[config.mk]
export PLATFORM = sky130hd
export DESIGN_NAME = calc_display_driver
export DESIGN_NICKNAME = d
export VERILOG_FILES = /design/src/rtl/calc_display_driver.sv
export SDC_FILE = /design/constraint.sdc
export NUM_CORES = 1
export LEC_CHECK = 0
export BUFFER_PORTS_ARGS = -buffer_cell sky130_fd_sc_hd__buf_2
export CAP_MARGIN = 5
export CORE_ASPECT_RATIO = 1.2
export CORE_MARGIN = 2
export CORE_UTILIZATION = 50
export DETAILED_ROUTE_END_ITERATION = 8
export PLACE_DENSITY = 0.76
export SLEW_MARGIN = 10
export SYNTH_ARGS = -nofsm -noshare
export SYNTH_HDL_FRONTEND = slang
export SYNTH_SLANG_ARGS = --single-unit
[constraint.sdc]
create_clock -name clk -period 2 [get_ports clk]
set_input_delay 0.4 -clock clk [delete_from_list [all_inputs] [get_ports clk]]
set_output_delay 0.4 -clock clk [all_outputs]
set_load 0.005 [all_outputs]
[src/rtl/calc_display_driver.sv]
// calc_display_driver
// -------------------
// Output stage of the calculator. It watches the core's result (Y, sinal, EN).
// When any of those changes, it converts the magnitude to BCD with a
// double-dabble engine that handles one bit per clock. It then drives five
// active-low 7-segment displays: four magnitude digits and one sign digit.
//
// Display behaviour:
//   - Leading zeros are blanked.
//   - Magnitudes above MAX_VAL show dashes on every magnitude digit.
//   - Everything is blank while the calculator is off (EN = 0).
//
// Ports:
//   clk    in   system clock
//   rst_n  in   asynchronous active-low reset
//   Y      in   [W-1:0] result magnitude
//   sinal  in   1 = result is negative
//   EN     in   1 = calculator on, 0 = all displays blank
//   HEX0   out  [6:0] units digit, active-low, bit6..bit0 = g..a
//   HEX1   out  [6:0] tens digit
//   HEX2   out  [6:0] hundreds digit
//   HEX3   out  [6:0] thousands digit
//   HEX4   out  [6:0] sign digit
//   busy   out  high while a conversion is in progress

module calc_display_driver #(
    parameter int W       = 14,
    parameter int NDIG    = 4,
    parameter int MAX_VAL = 9999
) (
    input  logic         clk,
    input  logic         rst_n,
    input  logic [W-1:0] Y,
    input  logic         sinal,
    input  logic         EN,
    output logic [6:0]   HEX0,
    output logic [6:0]   HEX1,
    output logic [6:0]   HEX2,
    output logic [6:0]   HEX3,
    output logic [6:0]   HEX4,
    output logic         busy
);

    localparam int BCDW = 4 * NDIG;
    localparam int CNTW = $clog2(W + 1);

    localparam logic [6:0] SEG_BLANK = 7'b1111111;
    localparam logic [6:0] SEG_DASH  = 7'b0111111;

    typedef enum logic [1:0] {
        IDLE,
        CONV,
        LOAD
    } state_t;

    state_t                 state_q, state_d;
    logic                   shadowEn_q, shadowEn_d;
    logic                   shadowSign_q, shadowSign_d;
    logic [W-1:0]           shadowY_q, shadowY_d;
    logic [W-1:0]           bin_q, bin_d;
    logic [BCDW-1:0]        bcd_q, bcd_d;
    logic [CNTW-1:0]        bitCnt_q, bitCnt_d;
    logic                   busy_q, busy_d;
    logic [NDIG:0][6:0]     hex_q, hex_d;

    logic [BCDW-1:0]        bcdAdj;
    logic [BCDW+W-1:0]      shiftVec;
    logic [NDIG:0][6:0]     hexLoad;
    logic                   inputsChanged;

    function automatic logic [6:0] segDecode(input logic [3:0] digit);
        logic [6:0] seg;
        case (digit)
            4'd0:    seg = 7'b1000000;
            4'd1:    seg = 7'b1111001;
            4'd2:    seg = 7'b0100100;
            4'd3:    seg = 7'b0110000;
            4'd4:    seg = 7'b0011001;
            4'd5:    seg = 7'b0010010;
            4'd6:    seg = 7'b0000010;
            4'd7:    seg = 7'b1111000;
            4'd8:    seg = 7'b0000000;
            4'd9:    seg = 7'b0010000;
            default: seg = SEG_BLANK;
        endcase
        return seg;
    endfunction

    assign inputsChanged = ({EN, sinal, Y} != {shadowEn_q, shadowSign_q, shadowY_q});

    // Double-dabble step: correct every nibble that would overflow past 9 after doubling,
    // then shift the binary MSB into the BCD register.
    always_comb begin
        bcdAdj = bcd_q;
        for (int i = 0; i < NDIG; i++) begin
            if (bcd_q[4*i +: 4] >= 4'd5) begin
                bcdAdj[4*i +: 4] = bcd_q[4*i +: 4] + 4'd3;
            end
        end
        shiftVec = {bcdAdj, bin_q} << 1;
    end

    // Display image built from the shadow copy and the finished BCD value.
    // The BCD register only holds NDIG digits. Values past MAX_VAL lose their top
    // digits, but those values take the overflow branch, so this never matters.
    always_comb begin
        logic       leading;
        logic [3:0] digit;
        hexLoad = {(NDIG + 1){SEG_BLANK}};
        leading = 1'b1;
        digit   = 4'd0;
        if (!shadowEn_q) begin
            hexLoad = {(NDIG + 1){SEG_BLANK}};
        end else if (shadowY_q > W'(MAX_VAL)) begin
            for (int i = 0; i < NDIG; i++) begin
                hexLoad[i] = SEG_DASH;
            end
            hexLoad[NDIG] = SEG_BLANK;
        end else begin
            for (int i = NDIG - 1; i >= 1; i--) begin
                digit = bcd_q[4*i +: 4];
                if (leading && (digit == 4'd0)) begin
                    hexLoad[i] = SEG_BLANK;
                end else begin
                    leading    = 1'b0;
                    hexLoad[i] = segDecode(digit);
                end
            end
            // The units digit always shows, so a zero result displays as "0".
            hexLoad[0]    = segDecode(bcd_q[3:0]);
            hexLoad[NDIG] = (shadowSign_q && (shadowY_q != '0)) ? SEG_DASH : SEG_BLANK;
        end
    end

    always_comb begin
        state_d      = state_q;
        shadowEn_d   = shadowEn_q;
        shadowSign_d = shadowSign_q;
        shadowY_d    = shadowY_q;
        bin_d        = bin_q;
        bcd_d        = bcd_q;
        bitCnt_d     = bitCnt_q;
        busy_d       = busy_q;
        hex_d        = hex_q;

        case (state_q)
            IDLE: begin
                if (inputsChanged) begin
                    shadowEn_d   = EN;
                    shadowSign_d = sinal;
                    shadowY_d    = Y;
                    bin_d        = Y;
                    bcd_d        = '0;
                    bitCnt_d     = '0;
                    busy_d       = 1'b1;
                    state_d      = CONV;
                end
            end
            CONV: begin
                bcd_d    = shiftVec[BCDW+W-1:W];
                bin_d    = shiftVec[W-1:0];
                bitCnt_d = bitCnt_q + CNTW'(1);
                if (bitCnt_q == CNTW'(W - 1)) begin
                    state_d = LOAD;
                end
            end
            LOAD: begin
                hex_d   = hexLoad;
                busy_d  = 1'b0;
                state_d = IDLE;
            end
            default: begin
                busy_d  = 1'b0;
                state_d = IDLE;
            end
        endcase
    end

    always_ff @(posedge clk or negedge rst_n) begin
        if (!rst_n) begin
            state_q      <= IDLE;
            shadowEn_q   <= 1'b0;
            shadowSign_q <= 1'b0;
            shadowY_q    <= '0;
            bin_q        <= '0;
            bcd_q        <= '0;
            bitCnt_q     <= '0;
            busy_q       <= 1'b0;
            hex_q        <= {(NDIG + 1){SEG_BLANK}};
        end else begin
            state_q      <= state_d;
            shadowEn_q   <= shadowEn_d;
            shadowSign_q <= shadowSign_d;
            shadowY_q    <= shadowY_d;
            bin_q        <= bin_d;
            bcd_q        <= bcd_d;
            bitCnt_q     <= bitCnt_d;
            busy_q       <= busy_d;
            hex_q        <= hex_d;
        end
    end

    assign HEX0 = hex_q[0];
    assign HEX1 = hex_q[1];
    assign HEX2 = hex_q[2];
    assign HEX3 = hex_q[3];
    assign HEX4 = hex_q[NDIG];
    assign busy = busy_q;

endmodule

==> results of run 1 <==
## logic make-up (layout without fill, tap and decap cells)
kind of cell / Yosys count / count (layout) / synth area share
buffers and inverters: 51 / 106 / 0.05386
XOR/XNOR: 24 / 24 / 0.04831
adder cells (fa/ha/maj): 25 / 25 / 0.06941
flip-flops: 82 / 82 / 0.4634
multiplexers: 22 / 22 / 0.05358
AND/OR/NAND/NOR: 125 / 125 / 0.1327
other: 1 / 6 / 0.0008321
AO/OA/AOI/OAI: 121 / 121 / 0.1780
## per-layer routing
metal  up-vias  part of all wire  routed length, um
met5         -                 0                  0
met4         0             0.025                250
met3        23             0.046                457
met2       133              0.52               5164
met1      1777              0.41               4148
li1       1702                 -                  -
## sequential cells by signal, indices dropped and copies added, names as in the netlist
name	count
state_q	2
HEX2	7
HEX1	7
bcd_q	16
bin_q	14
HEX3	7
shadowEn_q	1
shadowSign_q	1
shadowY_q	14
bitCnt_q	4
busy	1
HEX0	7
HEX4	1
## per-stage QoR
step	instance area, um^2	setup TNS [ns]	instances	setup WS (ns)	utilization
after global placement	4936	0	610	0.05179	0.5702
final	5201	0	628	0.03941	0.6008
after global routing	5201	0	628	0.01643	0.6008
after CTS	5142	0	626	0.007576	0.5940
after floorplan	4526	0	456	0.09897	-
after detailed placement	4936	-0.05243	610	-0.01428	0.5702
## synthesized netlist by cell type (2+ instances only)
library cell  number
nand2b_1           7
o22a_1             8
o21a_1             2
nand4_1            6
nor3_1             2
buf_4              6
mux2_2            17
and2_1             2
nand2_1           34
nor2_1            38
nand3_1            9
o21ai_0           23
a21o_1             5
dfstp_2           29
buf_2              5
and3_1            14
clkbuf_1          17
ha_1              25
xor2_1             2
nor3b_1            2
a211oi_1           2
inv_1             19
a22o_1             3
nor4_1             3
dfrtp_1           53
a221o_1           13
o32ai_1            2
a21oi_1           34
xnor2_1           21
nor2b_1            3
o22ai_1           13
or3_1              2
a31oi_1            7
o32a_1             3
buf_6              3
mux2i_1            5
## area by class of cell
class                           instances  area [um^2]
Inverter                               19        71.32
Clock buffer                           13        160.2
Clock inverter                          3        46.29
Tap cell                              117        146.4
Multi-Input combinational cell        323         2236
Timing Repair Buffer                   71        451.7
Fill cell                             738         3456
Sequential cell                        82         2090
## what timing repair did
action                                  4_1_cts  5_1_grt
endpoints found under the setup margin        0       36
resized for setup                             0        8
setup buffers                                 0        1
## worst max-delay path by stage
stage	from	to	slack, ns	cells past startpoint
after floorplan	shadowEn_q	bin_q[13]	0.1	8
after global placement	Y[11]	bin_q[2]	0.05	7
after detailed placement	Y[12]	bin_q[3]	-0.01	7
after CTS	shadowY_q[5]	HEX2[2]	0.008	5
after global routing	shadowY_q[12]	bin_q[2]	0.02	6
final	shadowY_q[4]	bin_q[9]	0.04	6
## power groups by stage
stage | Sequential (uW) | Clock [uW] | Combinational, uW
6_report | 3410 | 1240 | 4340
5_1_grt | 3540 | 1350 | 4820
4_1_cts | 3380 | 1270 | 4260
3_5_place_dp | 3410 | 0 | 4230
3_3_place_gp | 3370 | 0 | 4080
2_1_floorplan | 3150 | 0 | 3230
==> qor.csv, run 1 <==
metric,value,unit
cell-internal power,5409,uW
Post-synth EDFFs,0,
vias in the first global route,3525,
drt wl/cell,15.96,um
global-route wire length before repair,16350,um
largest net degree at the start of global routing,39,
VDD IR-drop max,831.7,uV
ANT cells,0,
worst endpoint required time,2.24,ns
GRT overflow,0,
final setup vio count,0,
Worst setup SP type,flip-flop,
LEAKAGE,0.002293,uW
fin crit share,0.9803,
R2R setup slack,0.04,ns
M1 GR Usage,0.2516,
largest area contributor in the netlist,dfrtp_1,
"Hold-fix buffers, CTS",0,
clock skew,0.01402,ns
met3 usage,0.04251,
Most Crowded Layer GR,met2,
"commonest non-fill, non-tap cells in the layout","52 x dfrtp_1, 46 x buf_2, 38 x nor2_1",
port bufs,47,
total CTS buffers,9,
fmax,0.5101,GHz
Synth area leaders,"dfrtp_1 29%, dfstp_2 17%, ha_1 6.9%, mux2_2 4.2%, xnor2_1 4.1%",
final hold vios,0,
Sw Pwr,3586,uW
GRT Total Usage,0.2088,
Crit path max-delay family,simple AND/OR/NAND/NOR gates,
combinational power share,0.482,
# IOs,54,
H-Tree Depth,3,
Die X,90.67,um
"Seq/Total Area, Yosys",0.4634,
CP bufs+invs,1,
post-synth cell types,48,
Max-Cap Viols,0,
CP Cell Sequence,"xnor2_1, nand4_1, nor4_4, nor3_2, clkbuf_16, a221o_1",
status,"complete, no violations",
die height,108,um
Critical Path AT,2.20,ns
DP HPWL,7140,um
DR vias,3635,
yosys warns,0,
area of the core,0.008657,mm^2
ys async rst share,1.000,
Site Rows,37,
Net Sw Frac,0.3987,
DR iter-0 viols,238,
Worst Setup End Kind,flip-flop,
die footprint,0.009792,mm^2
Worst Hold Class,input port to async pin,
met2 usage,0.3630,
"slowest stage cell, crit path",dfrtp_1,
Max Slew Vio Count,0,
Sink Count,82,
Clk pwr share,0.138,
Root Buffer,clkbuf_8,
"Clk Latency, worst-skew pair",0.36,ns
CTS tree,yes,
synthesized cell area,0.004507,mm^2
antenna violations before repair,0,
Avg Inst Size Synth,9.993,um^2
final hold slack,0.01023,ns
CP max FO,17,
"leading cell type in the layout, fill and taps excluded",dfrtp_1,
r2r endpoint,bin_q[9],
Synth Instances,451,
ANT nets after route,0,
top-area cell type share of the netlist area,0.2943,
CP peak stage delay,0.43,ns
"Top FF cell, synth",dfrtp_1,
Max Buffers Root-to-Sink,2,
RSZ-0062 raised after global routing,no,
Final Wtd Congestion,0.9333,
area grow syn2layout,15.41,%
initial core utilization,0.5206,
drt first pass iters,5,
Nets,549,
CP Class,flip-flop to flip-flop,
Tmin final,1.961,ns
Routed WL,10020,um
RR Startpoint,shadowY_q[4],
DR DRC count,0,
pwr dens,1729,mW/mm^2
Design Power,8995,uW
worst r2r path cells,6,
Reg power frac,0.380,
ratio of cells with drive above 1 in the final layout,0.2759,
register bit total from synthesis,82,
clock-pin slew on the worst setup and hold paths,0.08,ns
DR vias/cell,5.788,
Power figures use the tool's default switching activity.
==> run 2, diff against run 1 <==
CORE_UTILIZATION = 30   (was 50)
MAX_ROUTING_LAYER = met4   (was unset)
PLACE_DENSITY = 0.51   (was 0.76)
==> run 2 against run 1 <==
Against the previous run: die area increased by 64%; register-to-register slack improved by 0.06 ns; flip-flop and latch count unchanged; non-clock buffer count grew 8; worst hold slack better by 0.051 ns; sequential power decreased by 3%; utilization down 23 points.
==> qor.csv, run 2 (synthesis gave the netlist of run 1 again) <==
metric,value,unit,change
Nets,557,,+1.5%
CP Class,flip-flop to flip-flop,,
VDD IR-drop max,553.8,uV,-33%
combinational power share,0.483,,about the same
DR vias,3512,,-3.4%
die footprint,0.01602,mm^2,+64%
"commonest non-fill, non-tap cells in the layout","52 x dfrtp_1, 46 x buf_2, 38 x nor2_1",,
vias in the first global route,3517,,-0.23%
drt wl/cell,14.62,um,-8.4%
ANT nets after route,0,,unchanged
Clk pwr share,0.169,,+0.031
RSZ-0062 raised after global routing,yes,,
largest net degree at the start of global routing,83,,+110%
clock skew,0.01059,ns,-0.003430 ns
final hold slack,0.06105,ns,+0.05082 ns
Worst Hold Class,input port to async pin,,
fin crit share,0.9491,,-0.03122
die height,138.3,um,+28%
Max Slew Vio Count,0,,unchanged
initial core utilization,0.3038,,-0.2168
Die X,115.9,um,+28%
global-route wire length before repair,17670,um,+8.1%
CTS tree,yes,,
worst endpoint required time,2.22,ns,-0.02 ns
ratio of cells with drive above 1 in the final layout,0.2813,,+0.005381
utilization after layout,0.3677,,-0.2331
pwr dens,1739,mW/mm^2,+0.55%
number of flip-flops under the largest register name,16,,unchanged
total CTS buffers,9,,unchanged
Sw Pwr,3621,uW,+0.99%
"Clk Latency, worst-skew pair",0.35,ns,about the same
fmax,0.5268,GHz,+3.3%
status,"complete, no violations",,
Worst Setup End Kind,flip-flop,,
Root Buffer,clkbuf_16,,
setup slack after placement,-0.03353,ns,-0.01925 ns
antenna violations before repair,1,,+1
Site Rows,49,,+32%
Biggest register,bcd_q,,
clock-pin slew on the worst setup and hold paths,0.06,ns,-0.02 ns
Routed WL,10580,um,+5.6%
Max-Cap Viols,0,,unchanged
Design Power,9486,uW,+5.5%
area of the core,0.01484,mm^2,+71%
GRT Total Usage,0.1436,,-0.06516
DR DRC count,0,,unchanged
Largest regs,"bcd_q: 16 flops, bin_q: 14 flops, shadowY_q: 14 flops",,
Max Buffers Root-to-Sink,2,,unchanged
"Design Area, Final",0.005455,mm^2,+4.9%
Tmin final,1.898,ns,-0.06245 ns
CP max FO,22,,+5
area grow syn2layout,21.04,%,
LEAKAGE,0.002365,uW,+3.1%
port bufs,47,,unchanged
DR vias/cell,4.851,,-16%
Final Wtd Congestion,0.8263,,-11%
Critical Path AT,2.12,ns,-0.08 ns
final setup vio count,0,,unchanged
Sink Count,82,,unchanged
drt first pass iters,4,,-1
Placed Area,0.005145,mm^2,+4.2%
"leading cell type in the layout, fill and taps excluded",dfrtp_1,,
cell-internal power,5865,uW,+8.4%
final hold vios,0,,unchanged
Worst setup SP type,flip-flop,,
H-Tree Depth,3,,unchanged
Reg power frac,0.347,,-0.033
fin worst setup slack,0.1019,ns,+0.06245 ns
worst r2r path cells,6,,unchanged
GRT overflow,0,,unchanged
Net Sw Frac,0.3818,,-0.01691
DP HPWL,7586,um,+6.2%
# IOs,54,,unchanged
DR iter-0 viols,165,,-31%
## run 2: stage by stage
stage           TNS (ns)  instances
6_report               0        724
5_1_grt        -0.005002        724
4_1_cts                0        723
3_5_place_dp     -0.2314        707
3_3_place_gp           0        707
2_1_floorplan          0        456
## run 2: critical path, cell delays in order, from the launching register on
cell and delay [ns]:
dfrtp_2 0.47, xnor2_2 0.17, nand4_1 0.17, nor4_4 0.31
nor3_2 0.12, buf_12 0.18, a221o_1 0.35
## run 2: area by class of cell
cell class	count	area [um^2]
Fill cell	1555	9382
Multi-Input combinational cell	323	2222
Sequential cell	82	2090
Timing Repair Buffer	79	528.0
Clock buffer	15	279.0
Tap cell	204	255.2
Inverter	19	71.32
Clock inverter	1	7.507
Antenna cell	1	2.502
## run 2: power by group through the flow
stage | Sequential, uW | Combinational [uW] | Clock (uW)
after detailed placement | 3320 | 4590 | 0
after global routing | 3430 | 5140 | 1730
final | 3300 | 4580 | 1610
after global placement | 3300 | 4530 | 0
after floorplan | 3150 | 3230 | 0
after CTS | 3300 | 4630 | 1670
## run 2: timing repair
item / in CTS / in global routing
hold buffers: 0 / 0
pin swaps: 0 / 4
gates resized for setup: 1 / 4
buffers inserted: 0 / 0
endpoints found under the setup margin: 13 / 32
## run 2: path summary, 6_finish.rpt
path                               start  slack, ns      endpoint
max in group asynchronous          rst_n       1.55       HEX0[3]
min in group clk                   sinal       0.31  shadowSign_q
hold reg to reg                  HEX3[6]       0.48       HEX3[6]
setup reg to reg           shadowY_q[13]       0.10     bin_q[11]
setup / recovery           shadowY_q[13]       0.10     bin_q[11]
hold / removal                     rst_n       0.06  shadowSign_q
## run 2: routing by layer
| metal | share of wire | track usage | vias up |
|---|---|---|---|
| li1 | - | - | 1729 |
| met1 | 0.47 | 0.1877 | 1693 |
| met2 | 0.47 | 0.2130 | 75 |
| met3 | 0.044 | 0.02893 | 15 |
| met4 | 0.023 | 0.06767 | 0 |
| met5 | 0 | - | - |
